===== config.mk =====
export PLATFORM = sky130hd
export DESIGN_NAME = fsub8bit_serial
export DESIGN_NICKNAME = d
export VERILOG_FILES = /design/src/rtl/fsub8bit_serial.sv
export SDC_FILE = /design/constraint.sdc
export NUM_CORES = 1
export LEC_CHECK = 0
export CAP_MARGIN = 20
export CORE_ASPECT_RATIO = 1.1
export CORE_MARGIN = 10
export CORE_UTILIZATION = 47
export CTS_BUF_LIST = sky130_fd_sc_hd__clkbuf_4 sky130_fd_sc_hd__clkbuf_8 sky130_fd_sc_hd__clkbuf_16
export DETAILED_ROUTE_END_ITERATION = 12
export GPL_TIMING_DRIVEN = 0
export PLACE_DENSITY = 0.73
export SYNTH_ARGS = -nofsm -noshare
export SYNTH_HDL_FRONTEND = slang
export SYNTH_SLANG_ARGS = --single-unit

===== constraint.sdc =====
create_clock -name clk -period 3 [get_ports clk]
set_input_delay 0.45 -clock clk [delete_from_list [all_inputs] [get_ports clk]]
set_output_delay 0.45 -clock clk [all_outputs]
set_load 0.01 [all_outputs]

===== src/rtl/fsub8bit_serial.sv =====
// Slice-serial subtractor: diff = a - b - bin, one SLICE-bit slice per clock, LSB first.
// The inter-slice borrow lives in a register, so only one SLICE-wide adder exists.
module fsub8bit_serial #(
    parameter int WIDTH = 8,
    parameter int SLICE = 4
) (
    input  logic             clk,
    input  logic             rst,
    input  logic             start,
    input  logic [WIDTH-1:0] a,
    input  logic [WIDTH-1:0] b,
    input  logic             bin,
    output logic [WIDTH-1:0] diff,
    output logic             bout,
    output logic             ovf,
    output logic             zero,
    output logic             busy,
    output logic             done
);

    localparam int N    = WIDTH / SLICE;
    localparam int IDXW = (N > 1) ? $clog2(N) : 1;
    localparam logic [IDXW-1:0] LAST_IDX = IDXW'(N - 1);

    typedef enum logic [1:0] {
        IDLE = 2'd0,
        CALC = 2'd1,
        DONE = 2'd2
    } state_t;

    state_t            state_reg;
    logic [WIDTH-1:0]  a_reg;
    logic [WIDTH-1:0]  b_reg;
    logic [WIDTH-1:0]  partial_reg;
    logic              borrow_reg;
    logic [IDXW-1:0]   idx_reg;

    logic [SLICE-1:0]  a_sl [N];
    logic [SLICE-1:0]  b_sl [N];
    logic [SLICE-1:0]  a_s;
    logic [SLICE-1:0]  b_s;
    logic [SLICE:0]    slice_sum;
    logic              borrow_next;
    logic [WIDTH-1:0]  partial_next;
    logic              ovf_next;
    logic              last_slice;

    // Split the captured operands into slices so the active one can be muxed by index.
    for (genvar gi = 0; gi < N; gi++) begin : g_slices
        assign a_sl[gi] = a_reg[gi*SLICE +: SLICE];
        assign b_sl[gi] = b_reg[gi*SLICE +: SLICE];
        assign partial_next[gi*SLICE +: SLICE] =
            (idx_reg == IDXW'(gi)) ? slice_sum[SLICE-1:0] : partial_reg[gi*SLICE +: SLICE];
    end

    assign a_s = a_sl[idx_reg];
    assign b_s = b_sl[idx_reg];

    // Subtraction as a + ~b + carry_in, where carry_in is the inverted borrow.
    assign slice_sum   = {1'b0, a_s} + {1'b0, ~b_s} + {{SLICE{1'b0}}, ~borrow_reg};
    assign borrow_next = ~slice_sum[SLICE];

    assign ovf_next   = (a_reg[WIDTH-1] != b_reg[WIDTH-1]) &&
                        (partial_next[WIDTH-1] != a_reg[WIDTH-1]);
    assign last_slice = (idx_reg == LAST_IDX);

    always_ff @(posedge clk or posedge rst) begin
        if (rst) begin
            state_reg   <= IDLE;
            a_reg       <= '0;
            b_reg       <= '0;
            partial_reg <= '0;
            borrow_reg  <= 1'b0;
            idx_reg     <= '0;
            diff        <= '0;
            bout        <= 1'b0;
            ovf         <= 1'b0;
            zero        <= 1'b0;
            busy        <= 1'b0;
            done        <= 1'b0;
        end else begin
            case (state_reg)
                IDLE: begin
                    done <= 1'b0;
                    if (start) begin
                        a_reg       <= a;
                        b_reg       <= b;
                        borrow_reg  <= bin;
                        idx_reg     <= '0;
                        partial_reg <= '0;
                        busy        <= 1'b1;
                        state_reg   <= CALC;
                    end
                end
                CALC: begin
                    partial_reg <= partial_next;
                    borrow_reg  <= borrow_next;
                    idx_reg     <= idx_reg + IDXW'(1);
                    if (last_slice) begin
                        // Results publish atomically on the edge that retires the top slice.
                        diff      <= partial_next;
                        bout      <= borrow_next;
                        ovf       <= ovf_next;
                        zero      <= (partial_next == '0);
                        idx_reg   <= '0;
                        busy      <= 1'b0;
                        done      <= 1'b1;
                        state_reg <= DONE;
                    end
                end
                DONE: begin
                    done <= 1'b0;
                    if (start) begin
                        a_reg       <= a;
                        b_reg       <= b;
                        borrow_reg  <= bin;
                        idx_reg     <= '0;
                        partial_reg <= '0;
                        busy        <= 1'b1;
                        state_reg   <= CALC;
                    end else begin
                        state_reg <= IDLE;
                    end
                end
                default: begin
                    busy      <= 1'b0;
                    done      <= 1'b0;
                    state_reg <= IDLE;
                end
            endcase
        end
    end

endmodule


## Word level (Yosys, flattened, before mapping)

Index checks and enable logic that the tools add are counted.

- Add/subtract/negate cells: 3
- Magnitude comparators: 1
- Eq/ne operators: 7
- Muxes and demuxes: 24
- Bitwise logic cells: 4
- Reduce and logical (&&, ||, !) cells: 10

Operators by type and width:

| kind | count |
|---|---|
| two-way mux 4 bit | 8 |
| one-hot mux 8 bit (2 select lines) | 1 |
| AND reduction 2 bit | 5 |
| zero test 8 bit | 1 |
| two-way mux 1 bit | 8 |
| two-way mux 8 bit | 1 |
| one-hot mux 1 bit (2 select lines) | 3 |
| one-hot mux 2 bit (3 select lines) | 1 |
| adder 4 x 4 -> 5 bit | 1 |
| adder 5 x 1 -> 5 bit | 1 |
| two-way mux 2 bit | 2 |
| != test 2 bit (second input constant) | 2 |
| NOT 4 bit | 1 |
| == test 2 x 1 -> 1 bit (second input constant) | 1 |
| == test 2 bit (second input constant) | 1 |
| greater-or-equal comparator 2 bit (second input constant) | 1 |
| zero test 2 bit | 1 |
| != test 1 bit | 2 |
| != test 2 x 1 -> 1 bit (second input constant) | 1 |
| NOT 1 bit | 2 |
| NOT 1 -> 2 bit | 1 |
| nonzero test 2 bit | 1 |
| OR reduction 2 bit | 1 |
| adder 1 bit (second input constant) | 1 |
| logical AND 1 bit | 1 |

- Bits in registers: 41
- Input port bits: 20
- Word-level logic and storage cells: 61

## Depth between registers and ports, before layout

- Depth in word-level cells: 10
- Mapped depth: 8
- Depth with buffers taken out: 7

## Worst setup path after synthesis

OpenSTA, ideal clock, no wires.

- Kind: register to register
- Start: reg idx_reg
- End: reg zero
- Arrival time: 2.298 ns
- Slack: 0.620 ns
- Cell stages (with the launch flop): 9
- Path buffers: 1
- Clock period less this slack: 2.380 ns
- Cell sequence: dfrtp_1 -> buf_2 -> mux2_2 -> fa_1 -> inv_1 -> fa_1 -> nor4_1 -> nand4_1 -> o21ai_0

- Word-level cells in the longest chain between the ends: 9
- Elaborated cells between the ends (all ways): 14
- Classes of those cells: add/sub (2); mux (8); bitwise (2); reduce/logical (2)

Ends and longest elaborated chain:

| what | line | source |
|---|---|---|
| start: declaration | 36 | `logic [IDXW-1:0] idx_reg;` |
| start signal: assignment | 98 | `idx_reg <= idx_reg + IDXW'(1);` |
| NOT 1 -> 2 bit (not written as such) | 56, 57 |  |
| two-way mux 4 bit (not written as such) (3 in a row) | 57 | `assign b_s = b_sl[idx_reg];` |
| NOT 4 bit | 60 | `assign slice_sum = {1'b0, a_s} + {1'b0, ~b_s} + {{SLICE{1'b0}}, ~borrow_reg};` |
| adder 4 x 4 -> 5 bit | 60 |  |
| adder 5 x 1 -> 5 bit | 60 |  |
| two-way mux 4 bit | 53 | `(idx_reg == IDXW'(gi)) ? slice_sum[SLICE-1:0] : partial_reg[gi*SLICE +: SLICE];` |
| zero test 8 bit | 104 | `zero <= (partial_next == '0);` |
| end signal: assignment | 104 |  |
| end: declaration | 16 | `output logic zero,` |

Parallel ways exist; a longest one is shown, timed or not. The select of a mux whose other input is x is not followed.
A chain may end at the register's enable or synchronous reset.

## Worst setup path after layout

Ends and elaborated chain as after synthesis.

==> qor.yml <==
finish:
  drive_above_1_share_pct: 12.67
  area_growth_pct: 29.72
  num_antenna_cells: 0
  fillers: 309
  fin_area_um2: 2233
  fin_nets: 245
placed_design:
  globalplace.congestion: 0.8050
  post-place-ws_ns: 0.3125
  hpwl_um: 2832
  io_buffers: 32
  place_area_um2: 2132
hold_path:
  hp-class: "reg -> reg"
timing:
  totalNegativeSetupSlack_ns: 0
  fmax_mhz: 374.5
  worstMarginPinSlew_ns: 0.7426
  max_slew_margin_pct: 50.44
  final_hold_viol_count: 0
  min_period_ns: 2.670
  period_share_pct: 89.00
  fin_ws_ns: 0.3299
  rsz0062_at_grt: "no"
  setup_viol: 0
  slew_viol_final: 0
  clock_skew_ns: 0.005684
clock_tree:
  clk_transition_reported_paths_ns: 0.07
  insertion_delay_ns: 0.29
  htree_levels: 2
  post_cts_resized: 0
  postCtsHoldBufs: 0
  clockBufferDepth: 2
  cts_tree: "built"
  cts_made_buffers: 5
  cts_num_sinks: 37
  cts_setup_buffers: 0
  cts_root_buffer: "clkbuf_8"
global_routing:
  grt_first_pass_wirelength_um: 6444
  grtUsageTotal_pct: 12.13
  grt_max_degree: 22
  globalRouteOverflowTotal: 0
  antenna_found_initial: 0
  grt_pass1_vias: 1388
synthesis:
  synth_top_family_by_area: "simple AND/OR/NAND/NOR gates"
  synth.avg_cell_area_um2: 9.565
  synth_compound_area_share_pct: 6.177
  ys_seq_area_share_pct: 53.78
  synthXorXnorAreaFrac_pct: 1.526
  syn_nets: 205
  synthTopCellsByArea: "dfrtp_1 (54%), nand2_1 (16%), mux2_2 (2.6%)"
  synth-main-ff-cell: "dfrtp_1"
  synth.distinct_cells: 36
  synth_edf_count: 0
  synth_area_leader_cell: "dfrtp_1"
  synth.cell_area_um2: 1722
  async_flop_share_pct: 100.0
  synth_most_common_cell: "nand2_1"
  synth_top_area_share_pct: 53.78
  synthSimpleGateAreaFrac_pct: 24.64
  synthMuxAreaShare_pct: 4.942
  synthTopCellsByCount: "nand2_1 (72), dfrtp_1 (37), o21ai_0 (8)"
  synth-adder-area-share_pct: 4.506
  syn_inst: 180
  yosys_register_bits: 37
  ys_warn_count: 0
drt:
  wirelength_um: 3635
  antenna_left: 0
  wl_per_cell_um: 13.41
  drcViolationCount: 0
  num_vias: 1321
  drt_first_pass_iters: 4
  viasPerCell: 4.875
  drtIter0Drc: 144
critical_path:
  cp.required_ns: 3.21
  critPathMaxFanout: 10
  setup.worst_path.start: "idx_reg"
  end_kind: "flop"
  rr_startpoint: "idx_reg"
  cp-start-kind: "flop"
  reg2reg_slack_ns: 0.33
  arrival_ns: 2.88
  worstSetupEndpoint: "zero"
  r2r_cells: 8
  worstSetupPathType: "reg -> reg"
  timing.rr.end: "zero"
floorplanning:
  num_io_pins: 33
  die_x_um: 77.71
  core_um2: 3597
  die_area_um2: 6486
  row_count: 23
  initial_core_util_pct: 47.86
  die_h_um: 83.48
power_and_ir_drop:
  power_leakage_nw: 1.111
  cellPowerDensity_nw_per_um2: 1204
  ir_drop_mv: 0.6053
run:
  maxCapViolations: 0
outcome:
  outcome: "complete, no violations"
==> metal layers <==
layer / global-route usage [%] / up-vias / wire length, um
li1: - / 657 / -
met4: 4.983 / 0 / 67
met5: 0 / - / 0
met2: 21.51 / 34 / 1849
met3: 3.987 / 6 / 219
met1: 12.69 / 624 / 1499
==> worst max-delay path, stage by stage, from the launching register on <==
cell	delay, ns
dfrtp_1	0.40
buf_2	0.28
mux2_2	0.39
fa_1	0.38
inv_1	0.08
fa_1	0.45
nor4_1	0.28
nand4_1	0.13
o21ai_0	0.18
==> through the flow <==
| step | utilization [%] | hold slack, ns | total power [mW] | cells |
|---|---|---|---|---|
| floorplan | - | 0.4401 | 1.865 | 180 |
| global placement | 58.50 | 0.4566 | 2.269 | 262 |
| detailed placement | 59.27 | 0.4617 | 2.340 | 263 |
| CTS | 62.09 | 0.4796 | 2.733 | 271 |
| global route | 62.09 | 0.4977 | 2.951 | 271 |
| finish | 62.09 | 0.4724 | 2.690 | 271 |
==> power breakdown <==
group	switching, mW	total (mW)	internal [mW]
registers	0.146	0.884	0.738
logic	0.739	1.43	0.687
clock network	0.172	0.379	0.207
==> worst min-delay path by stage <==
stage	end	cells past startpoint	from	slack [ns]
global route	a_reg[2]	2	a_reg[2]	0.50
global placement	b_reg[4]	2	b_reg[4]	0.46
detailed placement	a_reg[2]	2	a_reg[2]	0.46
finish	a_reg[2]	2	a_reg[2]	0.47
CTS	diff[3]	2	diff[3]	0.48
floorplan	a_reg[5]	2	a_reg[5]	0.44
==> layout make-up <==
type | instances | area [um^2] | area share, %
Tap cell | 50 | 62.56 | 2.801
Inverter | 4 | 15.01 | 0.6723
Multi-Input combinational cell | 129 | 719.4 | 32.21
Timing Repair Buffer | 33 | 347.8 | 15.57
Clock inverter | 1 | 5.005 | 0.2241
Buffer | 10 | 61.31 | 2.745
Clock buffer | 7 | 96.34 | 4.314
Sequential cell | 37 | 925.9 | 41.46
==> cells in the final DEF (no fill, tap or decap), drive strengths merged, types with 3 or more instances in the layout <==
| master | synthesis | final |
|---|---|---|
| nand2 | 73 | 73 |
| dfrtp | 37 | 37 |
| clkdlybuf4s50 | 0 | 32 |
| o21ai | 10 | 10 |
| buf | 9 | 10 |
| clkbuf | 1 | 8 |
| nand3 | 6 | 6 |
| mux2 | 4 | 4 |
| mux2i | 4 | 4 |
| inv | 4 | 4 |
| nor2 | 3 | 3 |
| ha | 3 | 3 |
| a21o | 3 | 3 |
==> cell families after synthesis <==
| kind of cell | after synthesis |
|---|---|
| xor+xnor | 3 |
| fa+ha+maj | 5 |
| flops | 37 |
| mux | 8 |
| buf+inv | 14 |
| simple gates | 95 |
| compound gates | 18 |
Note: power is estimated with default switching activity, not from simulation.
